`src/rtl/sub_12_bit_serial.sv`:
```
// Bit-serial unsigned subtractor: one full-subtractor cell with a registered borrow
// produces one difference bit per clock, LSB first, and holds the result until the next job completes.
module sub_12_bit_serial #(
   parameter int WIDTH = 12
) (
   input  logic             clk,
   input  logic             rst,
   input  logic             start,
   input  logic [WIDTH-1:0] in1,
   input  logic [WIDTH-1:0] in2,
   output logic             busy,
   output logic             done,
   output logic [WIDTH-1:0] d,
   output logic             b
);

   localparam int CW = (WIDTH > 1) ? $clog2(WIDTH) : 1;

   typedef enum logic [1:0] {
      S_IDLE,
      S_RUN,
      S_DONE
   } state_t;

   state_t           r_state;
   state_t           w_next;
   logic [WIDTH-1:0] r_a;
   logic [WIDTH-1:0] r_b;
   logic [WIDTH-1:0] r_r;
   logic             r_borrow;
   logic [CW-1:0]    r_cnt;
   logic             r_busy;
   logic             r_done;
   logic [WIDTH-1:0] r_d;
   logic             r_bout;

   logic             w_diff;
   logic             w_borrow_next;
   logic             w_last;

   // Full-subtractor cell on the operand LSBs.
   assign w_diff        = r_a[0] ^ r_b[0] ^ r_borrow;
   assign w_borrow_next = (~r_a[0] & r_b[0]) | (~(r_a[0] ^ r_b[0]) & r_borrow);
   assign w_last        = (r_cnt == CW'(WIDTH - 1));

   // NOTE: every output of a combinational block gets a default first, so no path can infer a latch.
   always_comb begin
      w_next = r_state;
      case (r_state)
         S_IDLE:  if (start) w_next = S_RUN;
         S_RUN:   if (w_last) w_next = S_DONE;
         S_DONE:  w_next = S_IDLE;
         default: w_next = S_IDLE;
      endcase
   end

   // busy/done are registered from the next state, so they never decode combinationally off inputs.
   // NOTE: sequential state uses non-blocking assignments so every register samples pre-edge values.
   always_ff @(posedge clk or posedge rst) begin
      if (rst) begin
         r_state <= S_IDLE;
         r_busy  <= 1'b0;
         r_done  <= 1'b0;
      end else begin
         r_state <= w_next;
         r_busy  <= (w_next == S_RUN);
         r_done  <= (w_next == S_DONE);
      end
   end

   always_ff @(posedge clk or posedge rst) begin
      if (rst) begin
         r_a      <= '0;
         r_b      <= '0;
         r_r      <= '0;
         r_borrow <= 1'b0;
         r_cnt    <= '0;
         r_d      <= '0;
         r_bout   <= 1'b0;
      end else begin
         case (r_state)
            S_IDLE: begin
               if (start) begin
                  r_a      <= in1;
                  r_b      <= in2;
                  r_borrow <= 1'b0;
                  r_cnt    <= '0;
               end
            end
            S_RUN: begin
               r_r      <= {w_diff, r_r[WIDTH-1:1]};
               r_a      <= {1'b0, r_a[WIDTH-1:1]};
               r_b      <= {1'b0, r_b[WIDTH-1:1]};
               r_borrow <= w_borrow_next;
               r_cnt    <= r_cnt + CW'(1);
               if (w_last) begin
                  r_d    <= {w_diff, r_r[WIDTH-1:1]};
                  r_bout <= w_borrow_next;
               end
            end
            default: ;
         endcase
      end
   end

   assign busy = r_busy;
   assign done = r_done;
   assign d    = r_d;
   assign b    = r_bout;

endmodule

```
`config.mk`:
```
export PLATFORM = sky130hd
export DESIGN_NAME = sub_12_bit_serial
export DESIGN_NICKNAME = d
export VERILOG_FILES = /design/src/rtl/sub_12_bit_serial.sv
export SDC_FILE = /design/constraint.sdc
export NUM_CORES = 1
export LEC_CHECK = 0
export ABC_AREA = 1
export CAP_MARGIN = 20
export CORE_MARGIN = 4
export CORE_UTILIZATION = 45
export CTS_BUF_LIST = sky130_fd_sc_hd__clkbuf_8
export DETAILED_ROUTE_END_ITERATION = 8
export PLACE_DENSITY = 0.7
export SYNTH_ARGS = -nofsm -noshare
export SYNTH_HDL_FRONTEND = slang
export SYNTH_SLANG_ARGS = --single-unit
export TNS_END_PERCENT = 100
```
`constraint.sdc`:
```
create_clock -name clk -period 4.3 [get_ports clk]
set_clock_uncertainty 0.05 [all_clocks]
set_input_delay 0.43 -clock clk [delete_from_list [all_inputs] [get_ports clk]]
set_output_delay 0.43 -clock clk [all_outputs]
set_load 0.02 [all_outputs]
```
==> flow_metrics.py <==
metrics = {
    "setup_path": {
        "crit_path_end_kind": "register",
        "crit_required_ns": 4.51,
        "cp.arrival_ns": 2.65,
        "crit_fanout": 30,
        "path_cells": "clkdlybuf4s50_1 -> nand2_1 -> nor2_2 -> nand2_1 -> nand3_1",
        "cp-start-kind": "input port",
        "max_stage_delay_ns": 0.92,
        "crit_slowest_cell": "nor2_2",
        "crit_top_cell": "nand2_1",
        "path_class": "in -> reg",
    },
    "clock_tree": {
        "post_cts_buffers": 0,
        "cts.sinks": 57,
        "cts_buffers": 9,
        "clock_latency_ns": 0.33,
        "cts_resized": 0,
        "cts_tree": "built",
        "root_buffer": "clkbuf_8",
        "cts_hold_buf": 0,
        "clkTransAtPathRegs_ns": 0.06,
        "htreeDepth": 3,
        "clockBufferDepth": 2,
    },
    "synth": {
        "synth.top_cells.by_area": "dfrtp_1 (60%), nand2_1 (20%), nand3_1 (11%)",
        "yosysWarnings": 0,
        "syn_nets": 305,
        "synth_top_area_frac": 0.5962,
        "yosysUniqueCellTypes": 18,
        "mappedNetlistArea_um2": 2392,
        "synth_common_cells": "nand2_1 (129), dfrtp_1 (57), nand3_1 (53)",
        "ys_seq_area_frac": 0.5962,
        "synth_area_per_cell_um2": 8.668,
        "ys_async_sr_fraction": 1.000,
        "synth_ff_type": "dfrtp_1",
        "synth_edf_count": 0,
        "synthCells": 276,
        "synth.largest_area_cell": "dfrtp_1",
        "yosysMostFrequentCell": "nand2_1",
        "ys_seq_elements": 57,
    },
    "final_layout": {
        "n_antenna_cell": 0,
        "final_core_util": 0.5791,
        "fin_cells": 388,
        "num-fill-cells": 501,
        "syn2layout_area_growth_pct": 24.42,
        "drive_gt1_frac": 0.05975,
        "fin_nets": 344,
    },
    "sta": {
        "fin_tns_setup_ns": 0,
        "grt_setup_unrepaired": "no",
        "hold_violations": 0,
        "finalSetupViolCount": 0,
        "layout_min_cycle_time_ns": 2.437,
        "max_freq_mhz": 410.4,
        "slew_violations": 0,
        "slew_headroom": 0.3695,
        "worst_slack_ns": 1.863,
        "hold_ws_ns": 0.3688,
        "worst_slew_pin_slew_ns": 0.9435,
        "min_period_over_period": 0.5667,
    },
    "status": {
        "status": "finished, final reports clean",
    },
    "min_path": {
        "hold_class": "in -> async",
    },
    "grt": {
        "overflow": 0,
        "grt_use_total": 0.1692,
        "grt_max_degree": 47,
        "antenna_found_initial": 0,
        "grt_pass1_vias": 1885,
        "grt_pass1_wl_mm": 8.424,
    },
    "placed_design": {
        "dp_slack_ns": 1.508,
        "place.gp.congestion": 0.7643,
        "dp_hpwl_mm": 3.078,
        "io_buffer_count": 41,
        "dp.cells": 374,
    },
    "drt": {
        "firstDrtPassIters": 4,
        "via_per_inst": 4.933,
        "ant_nets": 0,
        "drt_wl_total_mm": 4.796,
        "drc": 0,
        "via_count": 1914,
        "wire_per_inst_um": 12.36,
        "first_iter_violations": 123,
    },
    "power_and_ir_drop": {
        "peakVddDrop_uv": 282.1,
        "p_per_area_nw_per_um2": 649.0,
        "p_leak_nw": 1.479,
    },
    "job": {
        "maxCapViolations": 0,
    },
    "die": {
        "initial_utilization": 0.4654,
        "dieArea_um2": 6546,
        "ios": 42,
        "core-area_um2": 5140,
        "die-height_um": 80.91,
        "rows": 26,
        "dieWidth_um": 80.91,
    },
}
[power by group]
part / total, mW / internal, mW / switching (mW)
Combinational: 0.641 / 0.264 / 0.377
Clock: 0.416 / 0.228 / 0.189
Sequential: 0.875 / 0.742 / 0.133
Total: 1.93 / 1.23 / 0.698
[cell families (layout without fill, tap and decap cells)]
group,Yosys count,after routing,share of synthesized area
buf+inv,22,64,0.04759
fa+ha+maj,2,2,0.01360
flops,57,57,0.5962
xor+xnor,1,1,0.003662
simple gates,191,191,0.3326
compound gates,3,3,0.006274
[path summary, 6_finish.rpt]
| path | cells past startpoint | startpoint | end | slack [ns] |
|---|---|---|---|---|
| min in group clk | 2 | d[3] | d[3] | 0.43 |
| hold / removal | 2 | rst | r_b[4] | 0.37 |
| setup reg to reg | 5 | r_state[0] | b | 2.02 |
| hold reg to reg | 2 | d[3] | d[3] | 0.43 |
| setup / recovery | 5 | start | r_a[1] | 1.86 |
| max in group asynchronous | 3 | rst | r_cnt[1] | 3.02 |
[stage by stage]
step	power, mW	instance area (um^2)
2_1_floorplan	1.314	2392
3_3_place_gp	1.509	2814
3_5_place_dp	1.532	2814
4_1_cts	1.955	2977
5_1_grt	2.083	2977
6_report	1.932	2977
[state kept, by name, indices dropped and copies added, names as in the netlist]
| name | flops |
|---|---|
| busy | 1 |
| r_b | 12 |
| r_a | 12 |
| r_cnt | 4 |
| b | 1 |
| d | 12 |
| r_r | 11 |
| r_borrow | 1 |
| r_state | 2 |
| done | 1 |
[layout by cell type (no fill, tap or decap), drive strengths merged]
cell and n:
clkdlybuf4s50 41, inv 11, nand3 53, a21oi 1, dfrtp 57, clkbuf 11
fa 1, xnor2 1, nand2 131, buf 1, ha 1, nor2 6
o21ai 2, nand4 1
[critical path: cells and delay by family]
family	cells	cell delay [ns]
buf+inv	1	0.48
simple gates	4	1.73
[metal layers]
metal / up-vias / routed length (um) / track usage
li1: 951 / - / -
met1: 906 / 2092 / 0.2062
met2: 51 / 2399 / 0.2791
met3: 6 / 249 / 0.05100
met4: 0 / 55 / 0.07095
met5: - / 0 / 0
[layout make-up]
cell class	instances	area (um^2)	area share
inverters	8	30.03	0.01009
multi-input cells	197	852.1	0.2863
clock inverters	3	11.26	0.003783
clock buffers	11	151.4	0.05086
flip-flops and latches	57	1426	0.4792
repair buffers	42	417.9	0.1404
well taps	70	87.58	0.02942
(Power assumes the default switching activity.)
